==> src/rtl/nyan_sequencer.sv <==
// Animation sequencer: steps a sprite's frame index (and optionally its x position) on vblank pulses.
// Optional horizontal scrolling is enabled by defining NYAN_SCROLL_EN.
module nyan_sequencer #(
    parameter int NUM_FRAMES     = 2,
    parameter int DEFAULT_PERIOD = 16,
    parameter int SPRITE_X_RESET = 128,
    parameter int SCROLL_MAX     = 639
) (
    input  logic       clk,
    input  logic       rst_n,
    input  logic       frame_start,
    input  logic       cmd_valid,
    input  logic [1:0] cmd_op,
    input  logic [7:0] cmd_data,
    output logic       cmd_ready,
    output logic [3:0] anim_frame,
    output logic [9:0] sprite_x,
    output logic       playing,
    output logic       frame_update
);

`ifdef NYAN_SCROLL_EN
    localparam bit SCROLL_EN = 1'b1;
`else
    localparam bit SCROLL_EN = 1'b0;
`endif

    typedef enum logic [1:0] {PAUSED = 2'd0, PLAYING = 2'd1, STEP_PEND = 2'd2} state_t;

    localparam logic [1:0] OP_PAUSE      = 2'd0;
    localparam logic [1:0] OP_PLAY       = 2'd1;
    localparam logic [1:0] OP_STEP       = 2'd2;
    localparam logic [1:0] OP_SET_PERIOD = 2'd3;

    state_t     state_q, state_d;
    logic [7:0] period_q, period_d;
    logic [7:0] tick_q, tick_d;
    logic [3:0] anim_q, anim_d, anim_nxt;
    logic [9:0] sprite_q, sprite_d, sprite_nxt;
    logic       update_q, update_d;
    logic       cmd_acc;

    assign cmd_acc    = cmd_valid && cmd_ready;
    assign anim_nxt   = (anim_q == 4'(NUM_FRAMES - 1)) ? 4'd0 : anim_q + 4'd1;
    assign sprite_nxt = (sprite_q == 10'(SCROLL_MAX)) ? 10'd0 : sprite_q + 10'd1;

    always_ff @(posedge clk or negedge rst_n) begin
        if (!rst_n) begin
            state_q  <= PLAYING;
            period_q <= 8'(DEFAULT_PERIOD);
            tick_q   <= '0;
            anim_q   <= '0;
            sprite_q <= 10'(SPRITE_X_RESET);
            update_q <= 1'b0;
        end else begin
            state_q  <= state_d;
            period_q <= period_d;
            tick_q   <= tick_d;
            anim_q   <= anim_d;
            sprite_q <= sprite_d;
            update_q <= update_d;
        end
    end

    // frame_start is resolved against the current state first; an accepted
    // command then overrides state/period so it takes effect from the next pulse.
    always_comb begin
        state_d  = state_q;
        period_d = period_q;
        tick_d   = tick_q;
        anim_d   = anim_q;
        sprite_d = sprite_q;

        if (frame_start) begin
            case (state_q)
                PLAYING: begin
                    if (tick_q == period_q - 8'd1) begin
                        tick_d = '0;
                        anim_d = anim_nxt;
                    end else begin
                        tick_d = tick_q + 8'd1;
                    end
                    if (SCROLL_EN) sprite_d = sprite_nxt;
                end
                STEP_PEND: begin
                    anim_d  = anim_nxt;
                    if (SCROLL_EN) sprite_d = sprite_nxt;
                    state_d = PAUSED;
                end
                default: ;
            endcase
        end

        // cmd_ready is low in STEP_PEND, so no command ever races the step above
        if (cmd_acc) begin
            case (cmd_op)
                OP_PAUSE: state_d = PAUSED;
                OP_PLAY:  state_d = PLAYING;
                OP_STEP:  if (state_q == PAUSED) state_d = STEP_PEND;
                OP_SET_PERIOD: begin
                    period_d = (cmd_data == 8'd0) ? 8'd1 : cmd_data;
                    tick_d   = '0;
                end
                default: ;
            endcase
        end

        update_d = (anim_d != anim_q) || (sprite_d != sprite_q);
    end

    assign cmd_ready    = (state_q != STEP_PEND);
    assign playing      = (state_q == PLAYING);
    assign anim_frame   = anim_q;
    assign sprite_x     = sprite_q;
    assign frame_update = update_q;

endmodule
==> config.mk <==
export PLATFORM = sky130hd
export DESIGN_NAME = nyan_sequencer
export DESIGN_NICKNAME = d
export VERILOG_FILES = /design/src/rtl/nyan_sequencer.sv
export SDC_FILE = /design/constraint.sdc
export NUM_CORES = 1
export LEC_CHECK = 0
export ABC_AREA = 1
export CAP_MARGIN = 25
export CORE_ASPECT_RATIO = 0.8
export CORE_MARGIN = 4
export CORE_UTILIZATION = 35
export DETAILED_ROUTE_END_ITERATION = 7
export MAX_ROUTING_LAYER = met4
export PLACE_DENSITY = 0.58
export SLEW_MARGIN = 30
export SYNTH_ARGS = -nofsm -noshare
export SYNTH_HDL_FRONTEND = slang
export SYNTH_SLANG_ARGS = --single-unit
==> constraint.sdc <==
create_clock -name clk -period 2.3 [get_ports clk]
set_clock_uncertainty 0.15 [all_clocks]
set_input_delay 0.345 -clock clk [delete_from_list [all_inputs] [get_ports clk]]
set_output_delay 0.345 -clock clk [all_outputs]
set_load 0.01 [all_outputs]
# Word level (Yosys, flattened, before mapping)

Index checks and enable logic that the tools add are counted.

Register bits: 23

Mux-type cells: 15
Eq/ne operators: 9
Reduce and logical (&&, ||, !) cells: 5
Add/sub/neg operators: 3

Operator list:

| operator                                                               | count |
|---|---|
| 8-bit 2-to-1 mux                                                       | 6 |
| 4-bit 2-to-1 mux                                                       | 3 |
| 8-bit by 1-bit adder with 8-bit output (second input constant)         | 1 |
| 8-bit equality test                                                    | 1 |
| 8-bit zero test                                                        | 1 |
| 2-bit 2-to-1 mux                                                       | 4 |
| 4-bit case mux with 2 select lines                                     | 1 |
| 8-bit by 1-bit subtractor with 8-bit output (second input constant)    | 1 |
| 2-bit equality test (second input constant)                            | 3 |
| 2-bit case mux with 3 select lines                                     | 1 |
| 4-bit by 1-bit adder with 4-bit output (second input constant)         | 1 |
| 2-bit by 1-bit equality test with 1-bit output (second input constant) | 2 |
| 4-bit by 1-bit equality test with 1-bit output (second input constant) | 1 |
| 2-bit zero test                                                        | 2 |
| 4-bit != test                                                          | 1 |
| 2-bit != test (second input constant)                                  | 1 |
| 2-bit AND reduction                                                    | 1 |
| 1-bit logical AND                                                      | 1 |

# Depth between registers and ports, before layout

Gate-level depths: netlist (run 1).

Depth in word-level cells: 7
Mapped depth: 18
Gate-level depth less buffers: 18

# Worst setup path before layout (run 1)

No wires, ideal clock.

Kind: reg-to-reg
Start point: register state_q[0]
End point: register period_q[0]
Library setup time: 0.127 ns
Stages on the path, launching flop included: 9
Arrival time: 1.785 ns
Path slack: 0.238 ns
Data required time: 2.023 ns
Cell sequence: dfstp_2 > inv_1 > ha_1 > inv_1 > nand2_1 > nor3_1 > inv_1 > a211oi_1 > a21oi_1

Longest elaborated chain between the ends: 3

Ends and longest elaborated chain:

| what                          | RTL line | text |
|---|---|---|
| from (decl)                   | 35       | `state_t state_q, state_d;` |
| from (signal assigned)        | 56       | `state_q <= state_d;` |
| 2-bit != test                 | 111      | `assign cmd_ready = (state_q != STEP_PEND);` |
| named net cmd_ready           | 15       | `output logic cmd_ready,` |
| 1-bit logical AND             | 43       | `assign cmd_acc = cmd_valid && cmd_ready;` |
| 2-bit AND reduction (no line) | --       |  |
| to (signal assigned)          | 50       | `period_q <= 8'(DEFAULT_PERIOD);` |
| to (signal assigned)          | 57       | `period_q <= period_d;` |
| to (decl)                     | 36       | `logic [7:0] period_q, period_d;` |

The timed path passes the listed nets, and every way through them passes these cells.
A chain may end at the register's enable or synchronous reset.

# Worst setup path after layout (run 1)

Start point: register period_q[0]
End point: register update_q (netlist: frame_update)

Longest elaborated chain between the ends: 6

Ends and longest elaborated chain:

| what                                        | RTL line | text |
|---|---|---|
| 8-bit by 1-bit subtractor with 8-bit output | 77       | `if (tick_q == period_q - 8'd1) begin` |
| 8-bit equality test                         | 77       |  |
| 4-bit 2-to-1 mux                            | 77       |  |
| 4-bit case mux with 2 select lines          | 75       | `case (state_q)` |
| 4-bit 2-to-1 mux                            | 74       | `if (frame_start) begin` |
| 4-bit != test                               | 108      | `update_d = (anim_d != anim_q) \|\| (sprite_d != sprite_q);` |
| named net update_d                          | 40       | `logic update_q, update_d;` |
| to (signal assigned)                        | 61       | `update_q <= update_d;` |
| to (decl)                                   | 40       |  |

The timed path passes the listed nets, and every way through them passes these cells.

==> flow_metrics.py, run 1 <==
metrics = {
    "finish": {
        "layout.cells.non_filler": 349,
        "final_cell_area_mm2": 0.002137,
        "antennaDiodeCount": 0,
        "area.growth.synth_to_final_pct": 19.78,
        "final_nets": 312,
        "fillers": 497,
        "multiInputGateArea_mm2": 0.001036,
        "drive_gt1_share_pct": 13.15,
        "final-seq-area_um2": 578.1,
    },
    "setup_path": {
        "cp_slowest_cell": "dfrtp_1",
        "crit_path_cell_trace": "inv_2 -> ha_4 -> nand2_1 -> inv_1 -> nor2_1 -> nand2_1 -> nor2_1 -> nand2_1 -> nor2_4 -> nand2_2 -> a21oi_2 -> nand2_1 -> nand3_1 -> nand2_1 -> nor2_1 -> nand2_1",
        "worstSetupEndpoint": "frame_update$_DFF_PN0_",
        "timing.rr.end": "frame_update$_DFF_PN0_",
        "path_common_cell": "nand2_1",
        "cpPeakStageDelay_ns": 0.41,
        "path_class": "flip-flop to flip-flop",
        "reg2regPathDepth": 16,
        "cp-start-kind": "flip-flop",
        "arrival_ns": 2.22,
        "cp-end-kind": "flip-flop",
        "crit_fanout": 4,
        "cp.required_ns": 2.32,
        "cp-startpoint": "period_q[0]$_DFFE_PN0P_",
        "rr_startpoint": "period_q[0]$_DFFE_PN0P_",
        "r2r_slack_ns": 0.1,
    },
    "logic_synthesis": {
        "ys_seq_area_share_pct": 32.40,
        "synthTopCellsByCount": "nand2_1 (68), nor2_1 (34), inv_1 (32), dfrtp_1 (21), nand3_1 (20)",
        "synth_cell_type_count": 31,
        "synthArstFlopShare_pct": 100.0,
        "synth.most_common_cell": "nand2_1",
        "synth_area_mm2": 0.001784,
        "syn_area_per_cell_um2": 6.836,
        "synth_cells": 261,
        "yosys-top-cells-area": "dfrtp_1 (29%), nand2_1 (14%), nor2_1 (7.2%), inv_1 (6.7%), ha_1 (5.6%)",
        "synth-edff-count": 0,
        "synth-main-ff-cell": "dfrtp_1",
        "synth_seq_cells": 23,
        "yosysTopAreaCellShare_pct": 29.45,
        "ys_warn_count": 0,
        "yosys.area.top_type": "dfrtp_1",
    },
    "power": {
        "p_leak_nw": 1.065,
        "vdd_ir_drop_max_uv": 307.9,
        "powerDensity_mw_per_mm2": 993.6,
        "power_mw": 2.123,
    },
    "placed_design": {
        "io_buffers": 20,
        "gp_congestion": 0.9248,
        "dpl_cell_area_mm2": 0.002029,
        "place_inst": 341,
        "hpwl_um": 3195,
    },
    "clocking": {
        "clock-sinks": 23,
        "cts-root-buf": "clkbuf_8",
        "cts_max_level": 1,
        "clk_pin_slew_ns": 0.08,
        "tritoncts": "done",
        "clockBufferDepth": 2,
        "clock_latency_ns": 0.27,
        "cts_buffers": 3,
    },
    "grt": {
        "grt_max_degree": 24,
        "grt_pass1_wl_um": 6920,
        "antenna_found_initial": 0,
        "grt_usage_pct": 14.31,
        "overflow": 0,
        "first_global_vias": 1439,
    },
    "sta": {
        "setup_viol": 0,
        "rsz0062_at_grt": "true",
        "fmax_ghz": 0.4539,
        "min_period_over_period_pct": 95.79,
        "tns_ns": 0,
        "final-hold-violation-count": 0,
        "hold_slack_ns": 0.2768,
        "slew_viol_final": 0,
        "fin_crit_ns": 2.203,
    },
    "drt": {
        "drtIter0Drc": 141,
        "drt_wl_total_um": 4065,
        "avgRoutedWirePerCell_um": 11.65,
        "vias": 1603,
        "ant_nets": 0,
        "drc": 0,
        "dr.pass1.iters": 4,
        "vias_per_cell": 4.593,
    },
    "die": {
        "fp.dieW_um": 87.83,
        "num_rows": 22,
        "die_h_um": 71.86,
        "initial_utilization_pct": 37.47,
        "die_area_mm2": 0.006311,
        "core_area_mm2": 0.004762,
        "pin_count": 31,
    },
    "hold_path": {
        "hold_path_class": "input pin to asynchronous set/reset pin",
    },
    "outcome": {
        "outcome": "finished clean",
    },
    "job": {
        "cap_violations": 0,
    },
}
-- worst min path at each step --
stage                                 start  slack (ns)                      end  depth (start not counted)
floorplan                             rst_n       -0.10  anim_frame[0]$_DFF_PN0_                          0
global placement    period_q[7]$_DFFE_PN0P_        0.38  period_q[7]$_DFFE_PN0P_                          2
detailed placement  period_q[7]$_DFFE_PN0P_        0.38  period_q[7]$_DFFE_PN0P_                          2
CTS                                   rst_n        0.29      tick_q[5]$_DFF_PN0_                          2
global route                          rst_n        0.31      tick_q[5]$_DFF_PN0_                          2
finish                                rst_n        0.28      tick_q[7]$_DFF_PN0_                          2
-- logic make-up after synthesis --
kind of cell    after synthesis  share of synthesized area, %
simple gates                142                         34.85
buf+inv                      49                         13.04
compound gates               26                         8.276
flops                        23                         32.40
xor+xnor                     11                         5.400
fa+ha+maj                     8                         5.610
other cells                   2                        0.4209
-- metal layers --
layer | routed length (µm) | global-route usage, %
met5 | 0 | -
met4 | 25 | 2.555
met3 | 173 | 3.103
met2 | 1666 | 18.39
met1 | 2199 | 22.53
-- power by group --
group,switching (mW),internal (mW)
registers,0.175,0.542
clock network,0.140,0.121
logic,0.660,0.485
total,0.975,1.15
-- state kept, by name, indices dropped and copies added (netlist names) --
register      cells
state_q           2
tick_q            8
frame_update      1
anim_frame        4
period_q          8
-- what timing repair did --
action | CTS | global route
buffers inserted | 0 | 4
endpoints found under the hold margin | 0 | 0
gates cloned | 0 | 0
hold buffers | 0 | 0
resized for setup | 1 | 7
pin swaps | 0 | 8
setup endpoints to repair | 1 | 7
-- through the flow --
step                      utilization [%]  setup slack [ns]
final                               44.88           0.09684
after global routing                44.88           -0.1173
after CTS                           43.56           0.06714
after detailed placement            42.62           0.09254
after global placement              42.62           0.09322
after floorplan                         -            0.2379
-- cells in the final DEF (no fill, tap or decap), drive strengths merged --
cell type	netlist	final
nand2	73	73
nor2	38	38
inv	36	36
nand3	22	22
dfrtp	21	21
clkdlybuf4s50	0	19
o21ai	15	15
conb	2	10
buf	11	9
xor2	8	8
ha	8	8
a21oi	7	7
nor3	4	4
xnor2	3	3
nand4	3	3
clkbuf	2	3
dfstp	2	2
o211ai	1	1
and3	1	1
o21a	1	1
o31ai	1	1
nor4	1	1
a211oi	1	1
clkinv	0	1
dlygate4sd2	0	1
-- cell type report --
type                            count  share of cell area [%]
Tap cell                           60                   3.513
Clock inverter                      1                  0.2342
Inverter                           36                   6.323
Sequential cell                    23                   27.05
Timing Repair Buffer               29                   12.47
Multi-Input combinational cell    197                   48.48
Clock buffer                        3                   1.932
-- critical path, delay by kind of cell, from the launching register on --
kind,cells,cell delay (ns)
compound gates,1,0.16
fa+ha+maj,1,0.20
buf+inv,2,0.13
flops,1,0.41
simple gates,12,1.04
Note: power is estimated with default switching activity, not from simulation.
==> inputs of run 2 (changes only) <==
CORE_MARGIN = default   (was 4)
==> flow_metrics.py, run 2 (synthesis gave the netlist of run 1 again) <==
metrics = {
    "outcome": {
        "outcome": "finished clean",
    },
    "sta": {
        "setup_viol": 0,
        "slew_viol_final": 0,
        "final-hold-violation-count": 0,
        "fmax_ghz": 0.4492,
        "tns_ns": 0,
        "fin_crit_ns": 2.226,
        "layout_setup_ws_ns": 0.07372,
        "min_period_over_period_pct": 96.79,
        "rsz0062_at_grt": "true",
        "hold_slack_ns": 0.2757,
    },
    "setup_path": {
        "r2r_slack_ns": 0.07,
        "cp.required_ns": 2.32,
        "reg2regPathDepth": 16,
        "cp_top_family": "simple AND/OR/NAND/NOR gates",
        "path_common_cell": "nand2_1",
        "crit_path_cell_trace": "inv_4 -> ha_4 -> nand2_2 -> inv_2 -> nor2_1 -> nand2_1 -> nor2_1 -> nand2_1 -> nor2_4 -> nand2_2 -> a21oi_2 -> nand2_1 -> nand3_1 -> nand2_1 -> nor2_1 -> nand2_1",
        "cp-end-kind": "flip-flop",
        "rr_startpoint": "period_q[0]$_DFFE_PN0P_",
        "timing.rr.end": "frame_update$_DFF_PN0_",
        "crit_fanout": 4,
        "cp_slowest_cell": "dfrtp_2",
        "path_class": "flip-flop to flip-flop",
        "arrival_ns": 2.24,
        "cp-start-kind": "flip-flop",
        "worst-path-buf-inv": 2,
        "cpPeakStageDelay_ns": 0.45,
    },
    "clocking": {
        "clockBufferDepth": 2,
        "clock-sinks": 23,
        "cts-root-buf": "clkbuf_8",
        "clk_pin_slew_ns": 0.09,
        "tritoncts": "done",
        "cts_buffers": 3,
        "cts_max_level": 1,
        "clock_latency_ns": 0.27,
    },
    "grt": {
        "overflow": 0,
        "grt_max_degree": 24,
        "grt_pass1_wl_um": 6775,
        "first_global_vias": 1415,
        "antenna_found_initial": 0,
        "grt_usage_pct": 17.01,
    },
    "drt": {
        "dr.pass1.iters": 4,
        "routed-wl-met3_um": 191,
        "drtIter0Drc": 96,
        "met1_length_um": 2244,
        "vias_per_cell": 4.659,
        "drt_wl_total_um": 4146,
        "avgRoutedWirePerCell_um": 11.98,
        "ant_nets": 0,
        "highest_layer": "met4",
        "vias": 1612,
        "drc": 0,
        "wl_met2_um": 1691,
    },
    "finish": {
        "antennaDiodeCount": 0,
        "layout.cells.non_filler": 346,
        "final_nets": 309,
        "drive_gt1_share_pct": 13.29,
        "layout_commonest_cell": "nand2_1",
        "area.growth.synth_to_final_pct": 19.35,
        "final_cell_mix": "nand2_1 (66), nor2_1 (34), inv_1 (30), dfrtp_1 (20), clkdlybuf4s50_1 (19)",
        "fillers": 490,
        "final-seq-area_um2": 579.3,
        "multiInputGateArea_mm2": 0.001049,
    },
    "hold_path": {
        "hold_path_class": "input pin to asynchronous set/reset pin",
    },
    "die": {
        "die_area_mm2": 0.005389,
        "fp.dieW_um": 81.83,
        "die_h_um": 65.86,
        "num_rows": 22,
        "initial_utilization_pct": 37.68,
        "pin_count": 31,
        "core_area_mm2": 0.004735,
    },
    "placed_design": {
        "dp_slack_ns": 0.07339,
        "hpwl_um": 3131,
        "io_buffers": 20,
        "place_inst": 339,
        "gp_congestion": 0.9083,
    },
    "power": {
        "vdd_ir_drop_max_uv": 384.1,
        "p_leak_nw": 1.044,
        "powerDensity_mw_per_mm2": 1007,
    },
    "job": {
        "cap_violations": 0,
    },
}
-- run 2: layer usage --
| metal | global-route usage (%) | up-vias |
|---|---|---|
| li1 | - | 846 |
| met1 | 25.84 | 727 |
| met2 | 23.55 | 37 |
| met3 | 3.310 | 2 |
| met4 | 1.974 | 0 |
| met5 | - | - |
-- run 2: repair_timing --
action | CTS | global route
endpoints found under the setup margin | 1 | 11
resized for setup | 1 | 13
pin swaps | 0 | 7
hold buffers | 0 | 0
setup buffers | 0 | 3
cloned | 0 | 0
-- run 2: worst max path at each step --
stage / slack, ns / cells after the start / start / endpoint
after CTS: 0.03 / 2 / state_q[0]$_DFF_PN1_ / playing
final: 0.07 / 16 / period_q[0]$_DFFE_PN0P_ / frame_update$_DFF_PN0_
after floorplan: 0.24 / 8 / state_q[0]$_DFF_PN1_ / period_q[0]$_DFFE_PN0P_
after detailed placement: 0.07 / 16 / period_q[0]$_DFFE_PN0P_ / frame_update$_DFF_PN0_
after global placement: 0.09 / 16 / period_q[0]$_DFFE_PN0P_ / frame_update$_DFF_PN0_
after global routing: -0.09 / 16 / period_q[0]$_DFFE_PN0P_ / frame_update$_DFF_PN0_
-- run 2: final cells by class --
type,instances,share of cell area [%]
multi-input combinational,197,49.24
inverter,36,6.463
sequential,23,27.20
timing repair buffer,26,11.46
clock buffer,4,2.115
tap,60,3.525
-- run 2: worst register-to-register path: stages, from the launching register on --
cell	delay, ns
dfrtp_2	0.45
inv_4	0.09
ha_4	0.21
nand2_2	0.06
inv_2	0.03
nor2_1	0.07
nand2_1	0.05
nor2_1	0.09
nand2_1	0.09
nor2_4	0.18
nand2_2	0.10
a21oi_2	0.17
nand2_1	0.08
nand3_1	0.07
nand2_1	0.06
nor2_1	0.10
nand2_1	0.06
-- run 2: power by group --
group / internal (mW) / total [mW] / switching (mW)
combinational: 0.482 / 1.15 / 0.666
clock: 0.124 / 0.266 / 0.142
sequential: 0.543 / 0.731 / 0.188
total: 1.15 / 2.15 / 0.995
-- run 2: through the flow --
stage,util [%],power (mW),instance area (µm²)
finish,44.98,2.145,2130
detailed placement,42.55,1.785,2014
CTS,43.47,2.056,2058
global placement,42.55,1.798,2014
floorplan,-,1.473,1814
global route,44.98,2.357,2130
